[src/rtl/alu_exec_unit_pkg.sv]
// ---------------------------------------------------------------------------
// alu_exec_unit_pkg
// Shared ALU definitions used by both the combinational ALU and the execution
// front-end: opcode encodings, FSM state encodings and small opcode-class
// helpers.
// ---------------------------------------------------------------------------
package alu_exec_unit_pkg;

  // Opcode encodings understood by the execution unit
  localparam logic [3:0] OP_ADD = 4'h0;
  localparam logic [3:0] OP_SUB = 4'h1;
  localparam logic [3:0] OP_AND = 4'h2;
  localparam logic [3:0] OP_OR  = 4'h3;
  localparam logic [3:0] OP_SHL = 4'h4;
  localparam logic [3:0] OP_SHR = 4'h5;

  // FSM state encodings
  localparam logic [1:0] ST_IDLE  = 2'd0;
  localparam logic [1:0] ST_SHIFT = 2'd1;
  localparam logic [1:0] ST_RESP  = 2'd2;

  // Opcodes 0..3 are served by the single-cycle combinational ALU
  function automatic logic isAluOp(input logic [3:0] op);
    return (op[3:2] == 2'b00);
  endfunction

  // Opcodes 4 and 5 are served by the iterative shifter; bit 0 picks direction
  function automatic logic isShiftOp(input logic [3:0] op);
    return (op[3:1] == 3'b010);
  endfunction

endpackage

[src/rtl/alu_exec_unit_alu.sv]
// ---------------------------------------------------------------------------
// alu_exec_unit_alu
// Purely combinational ALU for ADD, SUB, AND, OR. Arithmetic wraps modulo
// 2^WIDTH; there is no carry or overflow output. Any other opcode yields 0.
// Ports:
//   A, B    : operands
//   opcode  : 4-bit operation select
//   result  : operation result
// ---------------------------------------------------------------------------
module alu_exec_unit_alu
  import alu_exec_unit_pkg::*;
#(
  parameter int WIDTH = 16
) (
  input  logic [WIDTH-1:0] A,
  input  logic [WIDTH-1:0] B,
  input  logic [3:0]       opcode,
  output logic [WIDTH-1:0] result
);

  // Select the operation; unsupported opcodes return zero so the caller never
  // sees stale or undefined data.
  always_comb begin
    result = '0;
    case (opcode)
      OP_ADD:  result = A + B;
      OP_SUB:  result = A - B;
      OP_AND:  result = A & B;
      OP_OR:   result = A | B;
      default: result = '0;
    endcase
  end

endmodule

[src/rtl/alu_exec_unit.sv]
// ---------------------------------------------------------------------------
// alu_exec_unit
// Sequential execution front-end serving the 16-bit ALU opcode set over a
// valid/ready request/response handshake. One request is outstanding at a
// time and the response is held until the initiator consumes it.
// Ports:
//   clk, rst               : clock (rising edge), async active-high reset
//   req_valid/req_ready    : request handshake
//   req_a, req_b           : operands (req_b is the shift amount for SHL/SHR)
//   req_op, req_tag        : opcode and initiator tag
//   rsp_valid/rsp_ready    : response handshake
//   rsp_result, rsp_tag    : result and echoed tag
//   rsp_err                : illegal opcode flag
//   busy                   : high whenever the FSM is not idle
//   op_count               : number of responses consumed (wraps)
// ---------------------------------------------------------------------------
module alu_exec_unit
  import alu_exec_unit_pkg::*;
#(
  parameter int WIDTH = 16,
  parameter int TAG_W = 4
) (
  input  logic             clk,
  input  logic             rst,
  input  logic             req_valid,
  output logic             req_ready,
  input  logic [WIDTH-1:0] req_a,
  input  logic [WIDTH-1:0] req_b,
  input  logic [3:0]       req_op,
  input  logic [TAG_W-1:0] req_tag,
  output logic             rsp_valid,
  input  logic             rsp_ready,
  output logic [WIDTH-1:0] rsp_result,
  output logic [TAG_W-1:0] rsp_tag,
  output logic             rsp_err,
  output logic             busy,
  output logic [15:0]      op_count
);

  localparam int CNT_W = $clog2(WIDTH);

  logic [1:0]       r_state;
  logic [WIDTH-1:0] r_acc;
  logic [CNT_W-1:0] r_cnt;
  logic             r_dir;
  logic [WIDTH-1:0] r_result;
  logic [TAG_W-1:0] r_tag;
  logic             r_err;
  logic [15:0]      r_opCount;

  logic [WIDTH-1:0] w_aluResult;
  logic [WIDTH-1:0] w_accShift;
  logic [WIDTH-1:0] w_reqShift;
  logic             w_bigShift;
  logic             w_zeroShift;
  logic             w_oneShift;

  alu_exec_unit_alu #(
    .WIDTH (WIDTH)
  ) u_alu (
    .A      (req_a),
    .B      (req_b),
    .opcode (req_op),
    .result (w_aluResult)
  );

  // Shift-amount classification and the two single-bit shift paths: one for
  // the accumulator while iterating, one applied directly to the request
  // operand at accept time.
  always_comb begin
    w_bigShift  = (req_b > WIDTH'(WIDTH - 1));
    w_zeroShift = (req_b == '0);
    w_oneShift  = (req_b == WIDTH'(1));
    w_accShift  = r_dir     ? (r_acc >> 1) : (r_acc << 1);
    w_reqShift  = req_op[0] ? (req_a >> 1) : (req_a << 1);
  end

  // Handshake and status outputs come straight from the state register;
  // req_ready is held low while reset is asserted.
  always_comb begin
    req_ready  = (r_state == ST_IDLE) && !rst;
    rsp_valid  = (r_state == ST_RESP);
    busy       = (r_state != ST_IDLE);
    rsp_result = r_result;
    rsp_tag    = r_tag;
    rsp_err    = r_err;
    op_count   = r_opCount;
  end

  // Main FSM. The first shift step is applied at the accept edge, so a shift
  // by N spends N-1 cycles in SHIFT and its response appears N cycles after
  // accept, while shifts by 0, 1 or >= WIDTH resolve immediately.
  always_ff @(posedge clk or posedge rst) begin
    if (rst) begin
      r_state   <= ST_IDLE;
      r_acc     <= '0;
      r_cnt     <= '0;
      r_dir     <= 1'b0;
      r_result  <= '0;
      r_tag     <= '0;
      r_err     <= 1'b0;
      r_opCount <= '0;
    end else begin
      case (r_state)
        ST_IDLE: begin
          if (req_valid) begin
            r_tag <= req_tag;
            r_err <= 1'b0;
            if (isAluOp(req_op)) begin
              r_result <= w_aluResult;
              r_state  <= ST_RESP;
            end else if (isShiftOp(req_op)) begin
              if (w_bigShift) begin
                r_result <= '0;
                r_state  <= ST_RESP;
              end else if (w_zeroShift) begin
                r_result <= req_a;
                r_state  <= ST_RESP;
              end else if (w_oneShift) begin
                r_result <= w_reqShift;
                r_state  <= ST_RESP;
              end else begin
                r_acc   <= w_reqShift;
                r_cnt   <= req_b[CNT_W-1:0] - CNT_W'(1);
                r_dir   <= req_op[0];
                r_state <= ST_SHIFT;
              end
            end else begin
              r_result <= '0;
              r_err    <= 1'b1;
              r_state  <= ST_RESP;
            end
          end
        end
        ST_SHIFT: begin
          r_acc <= w_accShift;
          r_cnt <= r_cnt - CNT_W'(1);
          if (r_cnt == CNT_W'(1)) begin
            r_result <= w_accShift;
            r_state  <= ST_RESP;
          end
        end
        ST_RESP: begin
          if (rsp_ready) begin
            r_opCount <= r_opCount + 16'd1;
            r_state   <= ST_IDLE;
          end
        end
        default: r_state <= ST_IDLE;
      endcase
    end
  end

endmodule

[config.mk]
export PLATFORM = sky130hd
export DESIGN_NAME = alu_exec_unit
export DESIGN_NICKNAME = d
export VERILOG_FILES = /design/src/rtl/alu_exec_unit_pkg.sv /design/src/rtl/alu_exec_unit_alu.sv /design/src/rtl/alu_exec_unit.sv
export SDC_FILE = /design/constraint.sdc
export NUM_CORES = 1
export LEC_CHECK = 0
export ABC_AREA = 1
export CAP_MARGIN = 40
export CORE_ASPECT_RATIO = 2
export CORE_MARGIN = 8
export CORE_UTILIZATION = 40
export CTS_BUF_LIST = sky130_fd_sc_hd__clkbuf_16
export CTS_CLUSTER_SIZE = 24
export DETAILED_ROUTE_END_ITERATION = 12
export HOLD_SLACK_MARGIN = 0.03
export PLACE_DENSITY = 0.64
export SYNTH_ARGS = -nofsm -noshare
export SYNTH_HDL_FRONTEND = slang
export SYNTH_SLANG_ARGS = --single-unit
[constraint.sdc]
create_clock -name clk -period 1.8 [get_ports clk]
set_input_delay 0.36 -clock clk [delete_from_list [all_inputs] [get_ports clk]]
set_output_delay 0.36 -clock clk [all_outputs]
set_load 0.01 [all_outputs]
==> metrics.cfg, run 1 <==
[status]
outcome = finished with violations
violations = negative setup slack

[routing]
detail_route.vias_per_cell = 5.39
drt_iter0_drc = 462
wl_per_cell_um = 17.5
ant_nets = 0
drc = 0
first_pass_iters = 5
routed_wl_um = 20900
vias = 6437

[global_routing]
antenna_found_initial = 0
grt_pass1_vias = 6580
grt_usage = 0.239
grt.overflow.total = 0
grt_max_degree = 43
grt_pass1_wl_um = 32100

[place]
place.gp.congestion = 0.914
place_hpwl_um = 14000
port_buffers = 83
place_ws_ps = -1540

[min_path]
min_path_type = in -> reg
min_from = rsp_ready

[yosys]
syn_area_per_cell_um2 = 6.66
syn-instance-count = 777
syn_nets = 845
ys_ff_latch = 60
synth_cell_types = 45
synth_area_um2 = 5170
yosysSeqAreaShare = 0.290
ys_warn_count = 0

[job]
maxCapViolCount = 0

[worst_setup_path]
worstPathMaxFanout = 4
r2r-start = r_cnt[1]
setup.worst_path.start = req_op[3]
critPathLaunchType = input pin
critical_path_required_ps = 2050
arrival_ps = 2600
cp-end-kind = flop
crit_type = in -> reg

[cells_and_area]
syn_to_final_growth_pct = 75.0
final_nets = 1105
drive_gt1_frac = 0.421
num_antenna_cells = 0
num-fill-cells = 1015
final_util = 0.705

[timing]
hold_viol_final = 0
finalCritPeriodShare = 1.30
setup-violations-final = 35
fin_skew_ps = 8.94
slew_viol_final = 0
finalCriticalPeriod_ps = 2350
clock.fmax_mhz = 426
worst_pin_slew_ps = 565
relSlewSlack = 0.619
fin_ws_ps = -548
rsz0062_at_grt = true

[floorplan]
io_pins = 84
start_util = 0.403
fp.dieH_um = 177
rows = 59
design.die.area_um2 = 17100
core_um2 = 12800
die-width_um = 96.4

[cts]
htreeDepth = 3
clk-insertion-delay-late_ps = 330
clk_pin_slew_ps = 60
cts_root_buf = clkbuf_16
cts_tree = done
cts_buffers = 9
cts_buffer_depth = 2
cts-hold-fix-buffers = 0
cts.sinks = 60

[power_and_ir_drop]
leakage_uw = 0.00435
powerDensity_nw_per_um2 = 927
vdd_drop_max_mv = 1.16

==> timing repair <==
action,in CTS,in global routing
pin swaps,80,66
endpoints found under the setup margin,42,39
setup buffers,38,17
gates cloned,6,2
endpoints found under the hold margin,0,0
resized for setup,255,135
==> power breakdown <==
group | internal [uW] | leakage [uW] | switching [uW]
clock network | 1200 | 0.000147 | 649
logic | 2120 | 0.00346 | 2110
registers | 1890 | 0.000745 | 414
total | 5220 | 0.00435 | 3170
==> cells by family (layout without fill, tap and decap cells) <==
family | after synthesis | after routing | share of synthesized area
compound gates | 184 | 184 | 0.204
xor+xnor | 27 | 27 | 0.0457
fa+ha+maj | 24 | 24 | 0.0595
buf+inv | 133 | 398 | 0.103
flops | 60 | 60 | 0.290
mux | 1 | 1 | 0.00218
simple gates | 348 | 348 | 0.296
==> final cells by class <==
cell class | instances | area (um^2) | area share
clock buffers | 9 | 225 | 0.0249
well taps | 152 | 190 | 0.0210
inverters | 108 | 463 | 0.0511
repair buffers | 274 | 2610 | 0.288
clock inverters | 7 | 91.3 | 0.0101
multi-input cells | 584 | 3970 | 0.438
flip-flops and latches | 60 | 1500 | 0.166
==> flip-flops by register name, indices dropped and copies added (netlist names) <==
register,count
rsp_tag,4
r_acc,16
r_dir,1
r_cnt,4
rsp_err,1
r_state,2
op_count,16
rsp_result,16
==> per-layer routing <==
metal  vias up  GRT usage  wire (um)
met5         -          0          0
met4         0      0.119       1170
met3        88     0.0412       1390
met2       291      0.404      10500
met1      3001      0.277       7830
li1       3057          -          -
==> Yosys cell counts, drive strengths merged <==
cell	instances	area [um^2]
a211oi	3	22.5
a21boi	3	22.5
a21o	1	7.51
a21oi	67	373
a221oi	1	8.76
a31oi	3	18.8
a32o	2	20.0
buf	11	70.1
clkbuf	14	52.6
clkinv	1	3.75
dfrtp	60	1500
fa	1	20.0
ha	23	288
inv	107	404
mux2	1	11.3
nand2	177	679
nand3	41	240
nand3b	5	37.5
nand4	4	25.0
nor2	110	483
nor3	6	35.0
nor4	1	6.26
o211ai	8	60.1
o21a	2	15.0
o21ai	88	452
o22ai	3	18.8
o31ai	3	36.3
or2	4	25.0
xnor2	10	87.6
xor2	17	149
==> stage by stage <==
| stage | cell area, um^2 | TNS [ps] | hold slack (ps) | cells | total power (uW) |
|---|---|---|---|---|---|
| final | 9050 | -6420 | 429 | 1194 | 8390 |
| after floorplan | 5310 | -5340 | 464 | 777 | 3990 |
| after CTS | 8550 | -6870 | 471 | 1181 | 8070 |
| after global routing | 9050 | -9450 | 452 | 1194 | 8870 |
| after detailed placement | 7280 | -35470 | 460 | 1123 | 5660 |
| after global placement | 7280 | -34770 | 456 | 1123 | 5570 |
==> critical path: stages <==
cell and delay [ps]:
buf_8 100, nor2_4 130, nand3_4 160, buf_12 180
nand2_4 60, o21ai_4 50, buf_6 110, fa_2 400
o21ai_4 260, nand2_2 100, nand2_4 110, nand2_2 70
nand3_1 100, nand3_2 90, nand2_2 110, nand2_2 60
a21oi_2 150
==> placed cells by master (no fill, tap or decap), types with 11 or more instances in the layout <==
cell	count
xor2_1	16
nand2_2	39
nor2_1	69
o21ai_2	22
nor2_2	17
buf_4	145
nand3_1	27
dfrtp_1	58
inv_2	13
clkdlybuf4s50_1	58
ha_1	13
a21oi_1	38
nand2_4	14
o21ai_1	34
nor2_4	24
a21oi_2	27
o21ai_0	28
clkbuf_16	11
inv_1	87
buf_6	34
nand2_1	124
==> final timing paths <==
kind / endpoint / slack, ps / cells after the start
setup / recovery: rsp_result[14] / -550 / 17
hold / removal: r_state[1] / 430 / 4
setup reg to reg: rsp_result[7] / -40 / 11
hold reg to reg: rsp_tag[1] / 470 / 2
max in group asynchronous: r_state[0] / 1090 / 3
min in group asynchronous: rsp_tag[1] / 490 / 3
(Power assumes the default switching activity.)
==> run 2, diff against run 1 <==
--- a/config.mk
+++ b/config.mk
@@ -13,6 +13,7 @@
 export CTS_BUF_LIST = sky130_fd_sc_hd__clkbuf_16
 export CTS_CLUSTER_SIZE = 24
 export DETAILED_ROUTE_END_ITERATION = 12
+export GPL_ROUTABILITY_DRIVEN = 0
 export HOLD_SLACK_MARGIN = 0.03
 export PLACE_DENSITY = 0.64
 export SYNTH_ARGS = -nofsm -noshare
==> metrics.cfg, run 2 (synthesized netlist as in run 1, its figures left out) <==
[global_routing]
grt_pass1_vias = 6410  ; -2.6%
grt_max_degree = 41  ; -4.7%
grt.overflow.total = 0  ; unchanged
grt_usage = 0.232  ; -0.00670
antenna_found_initial = 0  ; unchanged
grt_pass1_wl_um = 31100  ; -3.1%

[cells_and_area]
final_nets = 1107  ; +0.18%
final_common_cell = buf_4
syn_to_final_growth_pct = 75.3
num_antenna_cells = 0  ; unchanged
fin_cells = 1196  ; +0.17%
drive_gt1_frac = 0.433  ; +0.0116
most-common-layout-cells = 148 x buf_4, 121 x nand2_1, 87 x inv_1
stdcell_area_um2 = 9070  ; +0.21%

[worst_setup_path]
slowest_stage = ha_4
critical_path.top_delay_family = simple AND/OR/NAND/NOR gates
cp_common_cell = nand2_2
arrival_ps = 2680  ; +80 ps
cp-end-kind = flop
path_buf_inv = 5  ; +2
slowest_delay_ps = 330  ; -70 ps
crit_type = in -> reg
critical_path_required_ps = 2010  ; -40 ps
cp_cell_sequence = buf_8, nor2_4, nand3_4, buf_6, buf_6, o31ai_4, xnor2_1, inv_1, ha_4, nand2_4, nor2_4, nand2_2, buf_4, a21oi_4, o21ai_1, nand3_1, nand2_2, nand2_2, a21oi_2
worstPathMaxFanout = 5  ; +1
critPathLaunchType = input pin

[timing]
finalSetupTns_ps = -8430  ; -2010 ps
worst_pin_slew_ps = 540  ; -24.8 ps
setup-violations-final = 35  ; unchanged
finalCritPeriodShare = 1.37  ; +0.0683
fin_ws_ps = -671  ; -123 ps
whs_ps = 421  ; -8.00 ps
clock.fmax_mhz = 405  ; -5.0%
fin_skew_ps = 3.53  ; -5.41 ps
relSlewSlack = 0.636  ; +0.0167
hold_viol_final = 0  ; unchanged
slew_viol_final = 0  ; unchanged
finalCriticalPeriod_ps = 2470  ; +123 ps
rsz0062_at_grt = true

[routing]
first_pass_iters = 7  ; +2
routed_wl_um = 23100  ; +11%
vias = 6767  ; +5.1%
wl_per_cell_um = 19.3  ; +10%
ant_nets = 0  ; unchanged
detail_route.vias_per_cell = 5.66  ; +5.0%
drc = 0  ; unchanged
drt_iter0_drc = 498  ; +7.8%

[place]
dp.cells = 1126  ; +0.27%
port_buffers = 83  ; unchanged
placed_area_um2 = 7300  ; +0.31%
place_hpwl_um = 14100  ; +0.57%

[cts]
clk-insertion-delay-late_ps = 330  ; about the same
clk_pin_slew_ps = 50  ; about the same
cts-hold-fix-buffers = 0  ; unchanged
htreeDepth = 3  ; unchanged
cts_buffers = 9  ; unchanged
cts_tree = done
cts_root_buf = clkbuf_16
cts_buffer_depth = 2  ; unchanged
cts.sinks = 60  ; unchanged

[power_and_ir_drop]
leakage_uw = 0.00439  ; +1.0%
vdd_drop_max_mv = 0.903  ; -22%
powerDensity_nw_per_um2 = 926  ; -0.11%

[status]
violations = negative setup slack
outcome = finished with violations

[floorplan]
design.die.area_um2 = 17100  ; unchanged
fp.dieH_um = 177  ; unchanged
rows = 59  ; unchanged
io_pins = 84  ; unchanged
core_um2 = 12800  ; unchanged
start_util = 0.403  ; unchanged
die-width_um = 96.4  ; unchanged

[min_path]
min_path_type = in -> async

[job]
maxCapViolCount = 0  ; unchanged

==> run 2: cell count changes in the layout (fill, tap and decap cells not counted), sizes merged <==
cell / delta
inv: +3
clkdlybuf4s15: +1
clkbuf: +6
dlygate4sd2: -1
buf: -4
clkinvlp: -3
==> run 2: per-stage QoR <==
stage	setup slack, ps	total power [uW]	util
after global placement	-1540	5580	0.568
after floorplan	-598	3990	-
final	-671	8400	0.706
after detailed placement	-1620	5650	0.568
after CTS	-520	7940	0.643
after global routing	-738	8850	0.706
==> run 2: area by class of cell <==
type,instances,area [um^2]
repair buffers,276,2560
fillers,967,3770
multi-input cells,584,4060
clock inverters,7,83.8
well taps,152,190
inverters,108,450
clock buffers,9,225
flip-flops and latches,60,1500
==> run 2: timing repair <==
item / CTS / global route
endpoints found under the setup margin: 42 / 41
resized for setup: 200 / 192
pin swaps: 82 / 81
buffers inserted: 28 / 19
cloned: 1 / 7
==> run 2: per-layer routing <==
metal	up-vias	global-route usage	wire length, um
met5	-	0	0
met4	0	0.140	1500
met2	400	0.393	11200
met3	128	0.0391	1810
met1	3191	0.259	8530
li1	3048	-	-
==> run 2: final timing paths <==
| check | from | endpoint | slack (ps) | depth (start not counted) |
|---|---|---|---|---|
| max reg2reg | r_cnt[1] | rsp_result[7] | 30 | 11 |
| min in group clk | rsp_ready | r_state[1] | 430 | 4 |
| max | req_op[3] | rsp_result[11] | -670 | 19 |
| min reg2reg | rsp_tag[2] | rsp_tag[2] | 480 | 2 |
| max in group asynchronous | rst | op_count[12] | 840 | 3 |
| min | rst | rsp_tag[1] | 420 | 2 |
==> run 2: report_power, final <==
part | internal, uW | switching, uW
sequential | 1890 | 407
clock | 1190 | 624
combinational | 2110 | 2180
==> run 3, diff against run 2 <==
--- a/config.mk
+++ b/config.mk
@@ -11,6 +11,7 @@
 export CORE_MARGIN = 8
 export CORE_UTILIZATION = 40
 export CTS_BUF_LIST = sky130_fd_sc_hd__clkbuf_16
+export CTS_CLUSTER_DIAMETER = 60
 export CTS_CLUSTER_SIZE = 24
 export DETAILED_ROUTE_END_ITERATION = 12
 export GPL_ROUTABILITY_DRIVEN = 0
@@ -19,3 +20,4 @@
 export SYNTH_ARGS = -nofsm -noshare
 export SYNTH_HDL_FRONTEND = slang
 export SYNTH_SLANG_ARGS = --single-unit
+export TNS_END_PERCENT = 50
==> metrics.cfg, run 3 (synthesized netlist as in run 1, its figures left out) <==
[worst_setup_path]
critical_path_required_ps = 2010  ; about the same
critPathCapture = rsp_result[11]
reg2reg_to = rsp_result[7]
cp_common_cell = nand2_2
r2r_cells = 11  ; unchanged
arrival_ps = 2860  ; +180 ps
crit_type = in -> reg
cp-end-kind = flop
cp_cell_sequence = buf_6, nor2_4, nand2_4, buf_6, o31ai_4, xnor2_1, inv_1, ha_4, nand2_4, nor2_4, nand2_2, buf_4, a21oi_4, o21ai_1, nand3_1, nand2_2, nand2_2, a21oi_2
critPathLaunchType = input pin
regToRegSetupSlack_ps = 20  ; about the same
setup.worst_path.start = req_b[2]
slowest_delay_ps = 330  ; about the same
worstPathMaxFanout = 4  ; -1
r2r-start = r_cnt[1]
slowest_stage = ha_4

[min_path]
min_path_type = in -> async

[power_and_ir_drop]
p_int_uw = 5170  ; -0.37%
vdd_drop_max_mv = 0.900  ; -0.35%
leakage_uw = 0.00435  ; -0.92%
powerDensity_nw_per_um2 = 928  ; +0.20%
swShare = 0.380  ; -0.00188
power.switching_uw = 3170  ; -1.2%
seq_power_share = 0.275  ; about the same
combPwrFrac = 0.508  ; -0.002
clkPwrFrac = 0.217  ; about the same

[place]
place_hpwl_um = 14100  ; unchanged
placed_area_um2 = 7300  ; unchanged
dp.cells = 1126  ; unchanged
port_buffers = 83  ; unchanged
place_ws_ps = -1620  ; unchanged

[cts]
cts_buffers = 9  ; unchanged
cts.sinks = 60  ; unchanged
cts_buffer_depth = 2  ; unchanged
clk-insertion-delay-late_ps = 330  ; about the same
cts_tree = done
cts_root_buf = clkbuf_16
htreeDepth = 3  ; unchanged
clk_pin_slew_ps = 50  ; about the same
cts-hold-fix-buffers = 0  ; unchanged

[routing]
wl_per_cell_um = 19.3  ; -0.23%
drc = 0  ; unchanged
first_pass_iters = 5  ; -2
routed_wl_um = 23000  ; -0.40%
drt_iter0_drc = 589  ; +18%
ant_nets = 0  ; unchanged
detail_route.vias_per_cell = 5.68  ; +0.35%
vias = 6779  ; +0.18%

[floorplan]
io_pins = 84  ; unchanged
core_um2 = 12800  ; unchanged
fp.dieH_um = 177  ; unchanged
rows = 59  ; unchanged
die-width_um = 96.4  ; unchanged
start_util = 0.403  ; unchanged
design.die.area_um2 = 17100  ; unchanged

[cells_and_area]
num_antenna_cells = 0  ; unchanged
num-fill-cells = 970  ; +0.31%
final_nets = 1105  ; -0.18%
syn_to_final_growth_pct = 73.8
fin_cells = 1194  ; -0.17%
final_common_cell = buf_4
final_util = 0.700  ; -0.00614
drive_gt1_frac = 0.421  ; -0.0116
stdcell_area_um2 = 8990  ; -0.87%
most-common-layout-cells = 147 x buf_4, 123 x nand2_1, 89 x inv_1

[status]
outcome = finished with violations
violations = negative setup slack

[timing]
rsz0062_at_grt = true
finalCritPeriodShare = 1.47  ; +0.0998
slew_viol_final = 0  ; unchanged
finalCriticalPeriod_ps = 2650  ; +180 ps
hold_viol_final = 0  ; unchanged
fin_ws_ps = -851  ; -180 ps
whs_ps = 420  ; -0.440 ps
clock.fmax_mhz = 377  ; -6.8%
setup-violations-final = 35  ; unchanged
worst_pin_slew_ps = 475  ; -65.8 ps
fin_skew_ps = 3.93  ; +0.401 ps
relSlewSlack = 0.680  ; +0.0443

[global_routing]
antenna_found_initial = 0  ; unchanged
grt_pass1_vias = 6410  ; unchanged
grt_pass1_wl_um = 31100  ; unchanged
grt_usage = 0.232  ; unchanged
grt.overflow.total = 0  ; unchanged
grt_max_degree = 41  ; unchanged

[job]
maxCapViolCount = 0  ; unchanged

==> run 3: timing repair <==
item / CTS / global route
setup endpoints to repair: 42 / 41
pin swaps: 82 / 76
gates cloned: 1 / 6
buffers inserted: 28 / 18
resized for setup: 200 / 165
==> run 3: power groups by stage <==
stage / sequential (uW) / clock, uW / combinational (uW)
after floorplan: 2360 / 0 / 1640
after global placement: 2270 / 0 / 3310
after detailed placement: 2290 / 0 / 3360
after CTS: 2280 / 1840 / 3820
after global routing: 2350 / 1890 / 4560
final: 2300 / 1810 / 4240
==> run 3: metal layers <==
metal	wire [um]	track usage	vias to the layer above
met5	0	0	-
met4	1410	0.140	0
met3	1810	0.0391	117
met2	11300	0.393	439
met1	8440	0.259	3181
li1	-	-	3042
==> run 3: worst min path at each step <==
stage / start / to / slack, ps / cells past startpoint
4_1_cts: rst / rsp_tag[0] / 430 / 2
6_report: rst / rsp_tag[1] / 420 / 2
3_3_place_gp: rsp_tag[2] / rsp_tag[2] / 460 / 2
2_1_floorplan: req_valid / r_dir / 460 / 1
3_5_place_dp: rsp_tag[2] / rsp_tag[2] / 470 / 2
5_1_grt: rst / rsp_tag[0] / 460 / 2
==> run 3: critical path: cells and delay by family <==
kind / cells / cell delay [ps]
adder cells (fa/ha/maj): 1 / 330
XOR/XNOR: 1 / 180
buffers and inverters: 4 / 520
AND/OR/NAND/NOR: 8 / 770
AO/OA/AOI/OAI: 4 / 650
==> run 3: area by class of cell <==
cell class	count	area (um^2)	share of cell area
clock buffers	9	225	0.0250
clock inverters	7	83.8	0.00932
inverters	108	450	0.0501
multi-input cells	584	4020	0.447
flip-flops and latches	60	1500	0.167
well taps	152	190	0.0211
repair buffers	274	2520	0.280
==> run 3: through the flow <==
step                setup TNS [ps]  total power, uW
floorplan                    -5340             3990
global placement            -35340             5580
detailed placement          -36010             5650
CTS                          -6600             7940
global route                -11760             8810
finish                       -8850             8350
